$ cat src/rtl/fft8_stream_adapter.sv
// fft8_stream_adapter
//
// Streaming wrapper around the combinational fft8 core.
//   - Gathers eight serial complex samples (IEEE-754 single, real/imag) into
//     a parallel frame presented on fft_A_r/fft_A_i.
//   - Drives the constant 8-point twiddle set on fft_W_r/fft_W_i.
//   - Waits COMB_CYCLES cycles for the core to settle.
//   - Captures fft_C_r/fft_C_i and fft_EX.
//   - Replays the eight results serially with their bin index.
//
// Ports
//   clk, rst_n          : clock (rising edge), asynchronous active-low reset
//   in_valid/in_ready   : input sample handshake, in_r/in_i sample payload
//   fft_A_r/fft_A_i     : frame to the core, element k = k-th sample received
//   fft_W_r/fft_W_i     : constant twiddles W[0..3]
//   fft_C_r/fft_C_i     : core results, fft_EX core exception flag
//   out_valid/out_ready : result handshake
//   out_r/out_i         : result payload
//   out_idx             : bin index of the current result
//   out_last            : marks bin 7
//   out_ex              : exception flag captured with this frame
module fft8_stream_adapter #(
  parameter int unsigned COMB_CYCLES = 1
) (
  input  logic             clk,
  input  logic             rst_n,
  input  logic             in_valid,
  output logic             in_ready,
  input  logic [31:0]      in_r,
  input  logic [31:0]      in_i,
  output logic [7:0][31:0] fft_A_r,
  output logic [7:0][31:0] fft_A_i,
  output logic [3:0][31:0] fft_W_r,
  output logic [3:0][31:0] fft_W_i,
  input  logic [7:0][31:0] fft_C_r,
  input  logic [7:0][31:0] fft_C_i,
  input  logic             fft_EX,
  output logic             out_valid,
  input  logic             out_ready,
  output logic [31:0]      out_r,
  output logic [31:0]      out_i,
  output logic [2:0]       out_idx,
  output logic             out_last,
  output logic             out_ex
);

  // Last settle count value before capture; COMB_CYCLES is 1..15 so it fits.
  localparam logic [3:0] SETTLE_LAST = 4'(COMB_CYCLES - 1);

  // Twiddles e^{-j*2*pi*k/8}, k = 0..3, element 0 in the low word.
  localparam logic [3:0][31:0] W_R = {32'hBF3504F3, 32'h00000000,
                                      32'h3F3504F3, 32'h3F800000};
  localparam logic [3:0][31:0] W_I = {32'hBF3504F3, 32'hBF800000,
                                      32'hBF3504F3, 32'h00000000};

  typedef enum logic [1:0] {
    ST_LOAD   = 2'd0,
    ST_SETTLE = 2'd1,
    ST_DRAIN  = 2'd2
  } state_t;

  state_t          state_q,      state_d;
  logic [2:0]      wr_cnt_q,     wr_cnt_d;
  logic [3:0]      settle_cnt_q, settle_cnt_d;
  logic [2:0]      rd_cnt_q,     rd_cnt_d;
  logic [7:0][31:0] a_r_q,   a_r_d;
  logic [7:0][31:0] a_i_q,   a_i_d;
  logic [7:0][31:0] res_r_q, res_r_d;
  logic [7:0][31:0] res_i_q, res_i_d;
  logic            ex_q,         ex_d;

  for (genvar gi = 0; gi < 4; gi++) begin : g_twiddle
    assign fft_W_r[gi] = W_R[gi];
    assign fft_W_i[gi] = W_I[gi];
  end

  // The frame registers feed the core directly so it sees a stable frame
  // from the eighth accept until the next frame starts loading.
  assign fft_A_r = a_r_q;
  assign fft_A_i = a_i_q;

  // State register
  always_ff @(posedge clk or negedge rst_n) begin
    if (!rst_n) begin
      state_q      <= ST_LOAD;
      wr_cnt_q     <= '0;
      settle_cnt_q <= '0;
      rd_cnt_q     <= '0;
      a_r_q        <= '0;
      a_i_q        <= '0;
      res_r_q      <= '0;
      res_i_q      <= '0;
      ex_q         <= 1'b0;
    end else begin
      state_q      <= state_d;
      wr_cnt_q     <= wr_cnt_d;
      settle_cnt_q <= settle_cnt_d;
      rd_cnt_q     <= rd_cnt_d;
      a_r_q        <= a_r_d;
      a_i_q        <= a_i_d;
      res_r_q      <= res_r_d;
      res_i_q      <= res_i_d;
      ex_q         <= ex_d;
    end
  end

  // Next-state and datapath
  always_comb begin
    state_d      = state_q;
    wr_cnt_d     = wr_cnt_q;
    settle_cnt_d = settle_cnt_q;
    rd_cnt_d     = rd_cnt_q;
    a_r_d        = a_r_q;
    a_i_d        = a_i_q;
    res_r_d      = res_r_q;
    res_i_d      = res_i_q;
    ex_d         = ex_q;
    case (state_q)
      ST_LOAD: begin
        if (in_valid && in_ready) begin
          a_r_d[wr_cnt_q] = in_r;
          a_i_d[wr_cnt_q] = in_i;
          // 3-bit counter wraps to 0 on the eighth sample.
          wr_cnt_d        = wr_cnt_q + 3'd1;
          if (wr_cnt_q == 3'd7) begin
            settle_cnt_d = '0;
            state_d      = ST_SETTLE;
          end
        end
      end
      ST_SETTLE: begin
        settle_cnt_d = settle_cnt_q + 4'd1;
        if (settle_cnt_q == SETTLE_LAST) begin
          res_r_d  = fft_C_r;
          res_i_d  = fft_C_i;
          ex_d     = fft_EX;
          rd_cnt_d = '0;
          state_d  = ST_DRAIN;
        end
      end
      ST_DRAIN: begin
        if (out_valid && out_ready) begin
          rd_cnt_d = rd_cnt_q + 3'd1;
          if (rd_cnt_q == 3'd7) begin
            state_d = ST_LOAD;
          end
        end
      end
      default: state_d = ST_LOAD;
    endcase
  end

  // Outputs decoded from registered state only
  always_comb begin
    in_ready  = (state_q == ST_LOAD);
    out_valid = (state_q == ST_DRAIN);
    out_last  = (state_q == ST_DRAIN) && (rd_cnt_q == 3'd7);
    out_idx   = rd_cnt_q;
    out_r     = res_r_q[rd_cnt_q];
    out_i     = res_i_q[rd_cnt_q];
    out_ex    = ex_q;
  end

endmodule

$ cat config.mk
export PLATFORM = sky130hd
export DESIGN_NAME = fft8_stream_adapter
export DESIGN_NICKNAME = d
export VERILOG_FILES = /design/src/rtl/fft8_stream_adapter.sv
export SDC_FILE = /design/constraint.sdc
export NUM_CORES = 1
export LEC_CHECK = 0
export ABC_AREA = 1
export CAP_MARGIN = 20
export CORE_AREA = 2 2 549 551
export DETAILED_ROUTE_END_ITERATION = 16
export DIE_AREA = 0 0 551 553
export GPL_TIMING_DRIVEN = 1
export SLEW_MARGIN = 30
export SYNTH_ARGS = -nofsm -noshare
export SYNTH_HDL_FRONTEND = slang
export SYNTH_SLANG_ARGS = --single-unit
$ cat constraint.sdc
create_clock -name clk -period 2.3 [get_ports clk]
set_input_delay 0.46 -clock clk [delete_from_list [all_inputs] [get_ports clk]]
set_output_delay 0.46 -clock clk [all_outputs]
set_load 0.01 [all_outputs]
==> reports/results.md, run 1 <==
| Result | Value |
|:---|:---|
| Initial DRC Count | 4324 |
| Final worst setup slack | -0.767 ns |
| Area share of the leading cell type in the synthesized netlist | 54.1% |
| Post-layout instance count excluding filler cells | 11500 |
| Type of the tightest min-delay check | in -> reg |
| Post-route cell area | 73300 sq um |
| Deepest level of the CTS H-tree | 3 |
| Internal power of the cells | 61.7 mW |
| Initial core utilization | 16.0% |
| Post-place instance area | 65200 sq um |
| Setup repair after global routing missed its margin | true |
| Vias in the first global route | 43600 |
| Placement row count | 201 |
| Initial antenna violation count | 33 |
| Worst hold path depth | 3 |
| Final core occ | 24.5% |
| Net Sw Frac | 42.5% |
| DRC violations left | 0 |
| Worst setup path start | out_idx[0] |
| Number of detailed-route iterations in the first pass | 6 |
| Mean instance size in the synthesized netlist | 7.83 sq um |
| Placed Cells | 11200 |
| Cell taking the most area after synthesis | sky130_fd_sc_hd__dfrtp_1 |
| Data arrival time of the critical path | 2.61 ns |
| Clock tree root buffer cell | sky130_fd_sc_hd__clkbuf_16 |
| Area of the die | 305000 sq um |
| Maximum clock skew at final layout | 0.0755 ns |
| Number of enable flip-flop cells after synthesis | 0 |
| Global-route congestion overflow total | 0 |
| Worst slack after detailed placement | -0.313 ns |
| Post-synth design cell area | 47900 sq um |
| Ys flop type | sky130_fd_sc_hd__dfrtp_1 |
| Final period util | 133% |
| Worst flop-to-flop path startpoint | state_q[0] |
| Number of failing hold endpoints at the final stage | 0 |
| Clock-pin transition on the worst setup and hold timing paths | 0.06 ns |
| Height of the die | 553 microns |
| Dominant combinational cell family by area after synthesis | simple AND/OR/NAND/NOR gates |
| Clk Latency, worst-skew pair | 0.86 ns |
| Post-layout power | 107 mW |
| Power density over the cells | 1470 nW/um^2 |
| Wire length of the first global-routing pass | 326 mm |
| Total number of vias | 45700 |
| Area Growth Syn to Fin | 52.9% |
| Cell depth of the worst flop-to-flop path | 8 |
| Number of synthesis warnings | 0 |
| Switching power summed over all nets | 45.6 mW |
| Synthesized-area fraction occupied by and/or/nand/nor cells | 28.1% |
| Most common cell in the synthesized netlist | sky130_fd_sc_hd__nand2_1 |
| Post-synthesis register bit count | 1037 |
| Worst-path maximum fanout | 7 |
| Fraction of synthesized cell area in xor and xnor cells | 0.0365% |
| Capturing point of the worst reg2reg path | fft_A_r[218] |
| Detail Placement HPWL | 183 mm |
| Achievable clock frequency | 0.326 GHz |
| Period minus WS final | 3.07 ns |
| TritonCTS clock tree | built |
| Area used by sequential logic in the layout | 26000 sq um |
| Die width | 551 microns |
| Number of standard cells after synthesis | 6125 |
| Maximum root-to-sink buffer count | 4 |
| # Max-Cap Violations | 0 |
| Required time of the worst setup path | 1.84 ns |
| Multiplexer share of the synthesized area | 0% |
| Unique cell type count in the Yosys netlist | 23 |
| Sequential fraction of design power | 30.0% |
| Worst Path Class, Setup | reg -> out |
| GPL Wtd Cong | 0.930 |
| Remaining antenna violation count | 0 |
| Hold slack final | 0.164 ns |
| Share of synthesized cell area in full adder, half adder and majority cells | 0.157% |
| Count of endpoints failing setup in the final report | 67 |
| Pins Over Slew Limit | 0 |
| Core Box Area | 299000 sq um |
| Biggest area contributors in the synthesized netlist | sky130_fd_sc_hd__dfrtp_1 54%, sky130_fd_sc_hd__nand2_1 20%, sky130_fd_sc_hd__nand3_1 8.1%, sky130_fd_sc_hd__inv_1 4.6%, sky130_fd_sc_hd__buf_4 4.0% |
| Share of cells above drive strength 1 | 13.8% |
| Clock Power Share | 19.6% |
| Slew of the pin with the lowest slew margin | 0.793 ns |
| Complex-gate fraction of the synthesized area | 5.43% |
| Share of synthesized flip-flops with an asynchronous set or reset | 100% |
| Fill count | 32400 |
| Outcome | complete, but fails checks |
| Number of buffers created by CTS | 124 |
| LEAKAGE | 39.9 nW |
| Area of combinational cells with multiple inputs | 18500 sq um |
| Most numerous cell types in the synthesized netlist | 2527 x sky130_fd_sc_hd__nand2_1, 1037 x sky130_fd_sc_hd__dfrtp_1, 777 x sky130_fd_sc_hd__nand3_1 |
| CTS sink cnt | 1037 |
| Crit. End Element | primary output |
| Normalized max-slew margin | 47.1% |
| Worst setup path end | out_i[20] |
| Register area share after synthesis | 54.1% |
| Setup crit start kind | register |
| Total wirelength of the detailed-routed design | 241 mm |
| Worst-case vdd ir drop | 0.843 mV |
| Portion of total power attributed to combinational logic | 50.5% |
| Count of port buffers added during placement | 1163 |
| I/O pins | 1420 |
| Maximum number of pins on one net before global-route repair | 103 |
| # nets final | 8005 |
| Total Neg Setup Slack | -42.93 ns |
| Minimum setup slack among reg-to-reg paths | 0.19 ns |
| Routed wire length per instance | 21.0 microns |
| Violated checks | setup timing |
| GRT Util Overall | 14.7% |
| Avg Vias per Cell | 3.98 |
[per-layer routing]
metal | track usage [%] | wire [microns] | share of wire (%) | vias up
met5 | 0 | 13 | 0.0054 | -
met4 | 5.73 | 9830 | 4.1 | 2
met3 | 4.75 | 24900 | 10 | 359
met2 | 23.3 | 110000 | 46 | 2135
met1 | 18.5 | 96100 | 40 | 22100
li1 | - | - | - | 21100
[power by group through the flow]
| stage | Clock [mW] | Combinational [mW] | Sequential (mW) |
|---|---|---|---|
| 2_1_floorplan | 0 | 20.6 | 32.9 |
| 3_3_place_gp | 0 | 48.8 | 32.0 |
| 3_5_place_dp | 0 | 48.8 | 32.1 |
| 4_1_cts | 21.4 | 49.6 | 32.1 |
| 5_1_grt | 22.2 | 59.0 | 33.1 |
| 6_report | 21.0 | 54.2 | 32.2 |
[kinds of logic (layout without fill, tap and decap cells)]
family,Yosys count,after routing
flops,1037,1037
simple gates,3320,3320
other cells,2,273
buf+inv,1238,2376
fa+ha+maj,6,6
xor+xnor,2,2
compound gates,520,520
[critical path, cell delays in order, from the launching register on]
cell and delay (ns):
sky130_fd_sc_hd__dfrtp_4 0.53, sky130_fd_sc_hd__buf_12 0.15, sky130_fd_sc_hd__buf_16 0.16, sky130_fd_sc_hd__buf_8 0.16, sky130_fd_sc_hd__buf_12 0.14, sky130_fd_sc_hd__buf_8 0.14, sky130_fd_sc_hd__nand2_2 0.09, sky130_fd_sc_hd__nand3_2 0.08
sky130_fd_sc_hd__nand2_2 0.09, sky130_fd_sc_hd__nand2_2 0.06, sky130_fd_sc_hd__nand2_2 0.08, sky130_fd_sc_hd__buf_6 0.10
[worst min-delay path by stage]
stage	from	endpoint
4_1_cts	fft_C_r[165]	res_r_q[165]
6_report	fft_C_i[83]	res_i_q[83]
3_3_place_gp	rst_n	fft_A_i[98]
3_5_place_dp	rst_n	fft_A_i[104]
2_1_floorplan	rst_n	fft_A_i[0]
5_1_grt	fft_C_r[160]	res_r_q[160]
[cell usage in the layout, fill, tap and decap left out, types with 3 or more instances in the layout]
| master | Yosys | layout |
|---|---|---|
| sky130_fd_sc_hd__ha_1 | 6 | 5 |
| sky130_fd_sc_hd__nand2_2 | 1 | 209 |
| sky130_fd_sc_hd__clkbuf_8 | 0 | 18 |
| sky130_fd_sc_hd__nand2_1 | 2527 | 2266 |
| sky130_fd_sc_hd__o21ai_0 | 134 | 134 |
| sky130_fd_sc_hd__bufinv_16 | 0 | 16 |
| sky130_fd_sc_hd__inv_2 | 4 | 3 |
| sky130_fd_sc_hd__buf_2 | 168 | 15 |
| sky130_fd_sc_hd__buf_6 | 0 | 75 |
| sky130_fd_sc_hd__clkbuf_1 | 183 | 18 |
| sky130_fd_sc_hd__o21ai_1 | 384 | 384 |
| sky130_fd_sc_hd__clkdlybuf4s50_1 | 0 | 784 |
| sky130_fd_sc_hd__inv_8 | 0 | 4 |
| sky130_fd_sc_hd__diode_2 | 0 | 17 |
| sky130_fd_sc_hd__nand3_1 | 777 | 693 |
| sky130_fd_sc_hd__dlymetal6s2s_1 | 0 | 309 |
| sky130_fd_sc_hd__clkinv_4 | 0 | 3 |
| sky130_fd_sc_hd__conb_1 | 2 | 256 |
| sky130_fd_sc_hd__clkinv_2 | 0 | 27 |
| sky130_fd_sc_hd__nand3_2 | 0 | 75 |
| sky130_fd_sc_hd__dfrtp_4 | 0 | 3 |
| sky130_fd_sc_hd__buf_12 | 0 | 84 |
| sky130_fd_sc_hd__clkinvlp_4 | 0 | 8 |
| sky130_fd_sc_hd__dfrtp_1 | 1037 | 1033 |
| sky130_fd_sc_hd__inv_1 | 585 | 584 |
| sky130_fd_sc_hd__inv_6 | 0 | 5 |
| sky130_fd_sc_hd__nor2_4 | 1 | 5 |
| sky130_fd_sc_hd__nand2_4 | 0 | 53 |
| sky130_fd_sc_hd__clkbuf_2 | 0 | 3 |
| sky130_fd_sc_hd__nand3_4 | 0 | 9 |
| sky130_fd_sc_hd__clkinv_16 | 0 | 4 |
| sky130_fd_sc_hd__buf_4 | 258 | 240 |
| sky130_fd_sc_hd__buf_16 | 0 | 10 |
| sky130_fd_sc_hd__clkbuf_16 | 0 | 146 |
| sky130_fd_sc_hd__nor2_1 | 8 | 7 |
| sky130_fd_sc_hd__buf_8 | 0 | 15 |
[timing repair]
| action | 4_1_cts | 5_1_grt |
|---|---|---|
| pin swaps | 4 | 116 |
| setup buffers | 3 | 58 |
| hold buffers | 1 | 0 |
| resized for setup | 217 | 882 |
| endpoints found under the setup margin | 358 | 374 |
| cloned | 3 | 28 |
| hold endpoints to repair | 348 | 0 |
[cell type report]
cell class	count	share of cell area [%]
antenna	17	0.0580
clock buffer	160	4.66
clock inverter	65	1.19
inverter	590	3.09
multi-input combinational	4104	25.3
sequential	1037	35.4
tap	3958	6.76
timing repair buffer	1560	23.5
timing repair inverter	1	0.0222
[sequential cells by signal, summed over array words and instances, names as in the netlist, 2 cells and up]
name / count
settle_cnt_q: 4
state_q: 2
res_i_q: 256
res_r_q: 256
out_idx: 3
fft_A_i: 256
fft_A_r: 256
wr_cnt_q: 3
Power figures use the tool's default switching activity.
==> run 2: changes to the inputs <==
--- a/config.mk
+++ b/config.mk
@@ -8,6 +8,7 @@
 export ABC_AREA = 1
 export CAP_MARGIN = 20
 export CORE_AREA = 2 2 549 551
+export CTS_CLUSTER_DIAMETER = 150
 export DETAILED_ROUTE_END_ITERATION = 16
 export DIE_AREA = 0 0 551 553
 export GPL_TIMING_DRIVEN = 1
@@ -15,3 +16,4 @@
 export SYNTH_ARGS = -nofsm -noshare
 export SYNTH_HDL_FRONTEND = slang
 export SYNTH_SLANG_ARGS = --single-unit
+export TNS_END_PERCENT = 1
==> run 2 against run 1 <==
The run still ends with setup timing left; count of clock-buffer cells in the layout unchanged; maximum frequency decreased by 1.1%; hold slack got worse by 0.023 ns; die area unchanged; sequential share of layout area increased by 1.3 points; final area decreased by 3.5%; largest power group unchanged; highest routed layer unchanged.
==> reports/results.md, run 2 (synthesis gave the netlist of run 1 again) <==
| Result | Value | Change |
|:---|:---|:---|
| Clock-pin transition on the worst setup and hold timing paths | 0.06 ns | about the same |
| Worst-path maximum fanout | 15 | was 7 |
| Avg Vias per Cell | 3.95 | was 3.98 |
| Post-layout power | 103 mW | was 107 mW |
| Internal power of the cells | 59.0 mW | was 61.7 mW |
| Wire length of the first global-routing pass | 326 mm | about the same |
| LEAKAGE | 36.2 nW | was 39.9 nW |
| Number of detailed-route iterations in the first pass | 6 | unchanged |
| DRC violations left | 0 | unchanged |
| Clock Power Share | 20.5% | was 19.6% |
| Clock tree root buffer cell | sky130_fd_sc_hd__clkbuf_16 | unchanged |
| Height of the die | 553 microns | unchanged |
| Routed wire length per instance | 20.7 microns | was 21.0 microns |
| Core Box Area | 299000 sq um | unchanged |
| Initial antenna violation count | 31 | was 33 |
| Slew of the pin with the lowest slew margin | 0.745 ns | was 0.793 ns |
| Total wirelength of the detailed-routed design | 237 mm | was 241 mm |
| Deepest level of the CTS H-tree | 3 | unchanged |
| # nets final | 7959 | was 8005 |
| Commonest non-fill, non-tap cells in the layout | 2370 x sky130_fd_sc_hd__nand2_1, 1033 x sky130_fd_sc_hd__dfrtp_1, 781 x sky130_fd_sc_hd__clkdlybuf4s50_1, 745 x sky130_fd_sc_hd__nand3_1, 584 x sky130_fd_sc_hd__inv_1 | was 2266 x sky130_fd_sc_hd__nand2_1, 1033 x sky130_fd_sc_hd__dfrtp_1, 784 x sky130_fd_sc_hd__clkdlybuf4s50_1, 693 x sky130_fd_sc_hd__nand3_1, 584 x sky130_fd_sc_hd__inv_1 |
| CTS sink cnt | 1037 | unchanged |
| Area of the die | 305000 sq um | unchanged |
| Data arrival time of the critical path | 2.64 ns | was 2.61 ns |
| Maximum cell stage delay along the critical path | 0.65 ns | was 0.53 ns |
| Violated checks | setup timing | unchanged |
| Vias in the first global route | 43600 | about the same |
| Maximum root-to-sink buffer count | 4 | unchanged |
| Area of combinational cells with multiple inputs | 17800 sq um | was 18500 sq um |
| Total Neg Setup Slack | -46.64 ns | was -42.93 ns |
| Setup repair after global routing missed its margin | true | unchanged |
| Number of failing hold endpoints at the final stage | 0 | unchanged |
| Global-route congestion overflow total | 0 | unchanged |
| Outcome | complete, but fails checks | unchanged |
| Share of cells above drive strength 1 | 11.1% | was 13.8% |
| Most frequent CP cell | sky130_fd_sc_hd__nand2_1 | was sky130_fd_sc_hd__nand2_2 |
| Power density over the cells | 1460 nW/um^2 | was 1470 nW/um^2 |
| Detail Placement HPWL | 183 mm | unchanged |
| Normalized max-slew margin | 50.2% | was 47.1% |
| Number of buffers and inverters on the critical path | 5 | was 6 |
| Type of the tightest min-delay check | in -> reg | unchanged |
| Number of buffers created by CTS | 125 | was 124 |
| Pins Over Slew Limit | 0 | unchanged |
| Clk Latency, worst-skew pair | 0.88 ns | was 0.86 ns |
| Final worst setup slack | -0.803 ns | was -0.767 ns |
| Worst-case vdd ir drop | 0.849 mV | was 0.843 mV |
| Maximum clock skew at final layout | 0.101 ns | was 0.0755 ns |
| Worst Path Class, Setup | reg -> out | unchanged |
| Placed Cells | 11200 | unchanged |
| Initial DRC Count | 4544 | was 4324 |
| Total number of vias | 45200 | was 45700 |
| Switching power summed over all nets | 44.3 mW | was 45.6 mW |
| Crit. End Element | primary output | unchanged |
| Largest delay share family, worst path | buffers and inverters | unchanged |
| Period minus WS final | 3.10 ns | was 3.07 ns |
| GPL Wtd Cong | 0.930 | unchanged |
| GRT Util Overall | 14.7% | about the same |
| Fill count | 32800 | was 32400 |
| Placement row count | 201 | unchanged |
| Post-place instance area | 65200 sq um | unchanged |
| Hold slack final | 0.140 ns | was 0.164 ns |
| Final period util | 135% | was 133% |
| Post-layout instance count excluding filler cells | 11400 | was 11500 |
| Cell-by-cell listing of the critical path | inv_16, buf_12, buf_12, buf_4, nand2_1, nand3_2, nand2_2, nand2_1, nand2_1, dlymetal6s2s_1 | was buf_12, buf_16, buf_8, buf_12, buf_8, nand2_2, nand3_2, nand2_2, nand2_2, nand2_2, buf_6 |
| CP max-delay cell | sky130_fd_sc_hd__dfrtp_4 | unchanged |
| Maximum number of pins on one net before global-route repair | 103 | unchanged |
| Required time of the worst setup path | 1.84 ns | about the same |
| Die width | 551 microns | unchanged |
| Setup crit start kind | register | unchanged |
| Portion of total power attributed to combinational logic | 48.3% | was 50.5% |
| I/O pins | 1420 | unchanged |
| Achievable clock frequency | 0.322 GHz | was 0.326 GHz |
| Count of port buffers added during placement | 1163 | unchanged |
| Initial core utilization | 16.0% | unchanged |
| Count of endpoints failing setup in the final report | 67 | unchanged |
| Area used by sequential logic in the layout | 26000 sq um | unchanged |
| Commonest non-fill, non-tap cell in the layout | sky130_fd_sc_hd__nand2_1 | unchanged |
| # Max-Cap Violations | 0 | unchanged |
| Post-route cell area | 70700 sq um | was 73300 sq um |
| Sequential fraction of design power | 31.2% | was 30.0% |
| Net Sw Frac | 42.9% | was 42.5% |
| TritonCTS clock tree | built | unchanged |
| Area Growth Syn to Fin | 47.5% | was 52.9% |
| Remaining antenna violation count | 0 | unchanged |
run 2: repair_timing:
| item | in CTS | in global routing |
|---|---|---|
| buffers inserted | 3 | 26 |
| hold endpoints to repair | 351 | 0 |
| hold buffers | 1 | 0 |
| setup endpoints to repair | 381 | 95 |
| pin swaps | 7 | 58 |
| resized for setup | 529 | 304 |
| gates cloned | 3 | 12 |
run 2: through the flow:
| step | setup slack (ns) | util [%] |
|---|---|---|
| 5_1_grt | -0.933 | 23.7 |
| 3_3_place_gp | -0.308 | 21.8 |
| 6_report | -0.803 | 23.7 |
| 2_1_floorplan | 0.358 | - |
| 3_5_place_dp | -0.313 | 21.8 |
| 4_1_cts | -1.13 | 23.3 |
run 2: layout make-up:
cell class | instances | share of cell area [%]
sequential | 1037 | 36.7
antenna | 14 | 0.0495
timing repair buffer | 1513 | 21.7
multi-input combinational | 4104 | 25.2
clock buffer | 160 | 4.88
timing repair inverter | 1 | 0.0230
inverter | 590 | 3.18
tap | 3958 | 7.00
clock inverter | 68 | 1.25
run 2: worst reg2reg max path, cell delays in order, from the launching register on:
cell and delay (ns):
sky130_fd_sc_hd__dfrtp_1 0.42, sky130_fd_sc_hd__inv_1 0.09, sky130_fd_sc_hd__ha_1 0.14, sky130_fd_sc_hd__nand2_1 0.14
sky130_fd_sc_hd__inv_8 0.25, sky130_fd_sc_hd__buf_12 0.41, sky130_fd_sc_hd__nand3_1 0.37, sky130_fd_sc_hd__nand2_1 0.16
run 2: power by group through the flow:
| stage | Clock, mW | Combinational [mW] | Sequential (mW) |
|---|---|---|---|
| floorplan | 0 | 20.6 | 32.9 |
| detailed placement | 0 | 48.8 | 32.1 |
| global route | 22.4 | 54.7 | 33.2 |
| CTS | 21.6 | 47.9 | 32.0 |
| finish | 21.2 | 49.9 | 32.2 |
| global placement | 0 | 48.8 | 32.0 |
run 2: routing by layer:
metal  vias up  wire length (microns)  track usage (%)
li1      21000                      -                -
met2      2118                 108000             23.4
met3       323                  24100             4.70
met1     21700                  95900             18.5
met4         2                   8950             5.62
met5         -                     13                0
run 2: final timing paths:
check / slack [ns] / end / startpoint / cells past startpoint
max in group asynchronous: 1.14 / res_r_q[33] / rst_n / 4
worst min-delay path: 0.14 / res_r_q[165] / fft_C_r[165] / 3
worst min register to register: 0.47 / res_r_q[175] / res_r_q[175] / 2
min in group asynchronous: 0.15 / fft_A_r[116] / rst_n / 2
worst max-delay path: -0.80 / out_r[22] / out_idx[0] / 10
worst max register to register: 0.21 / res_i_q[156] / settle_cnt_q[1] / 7
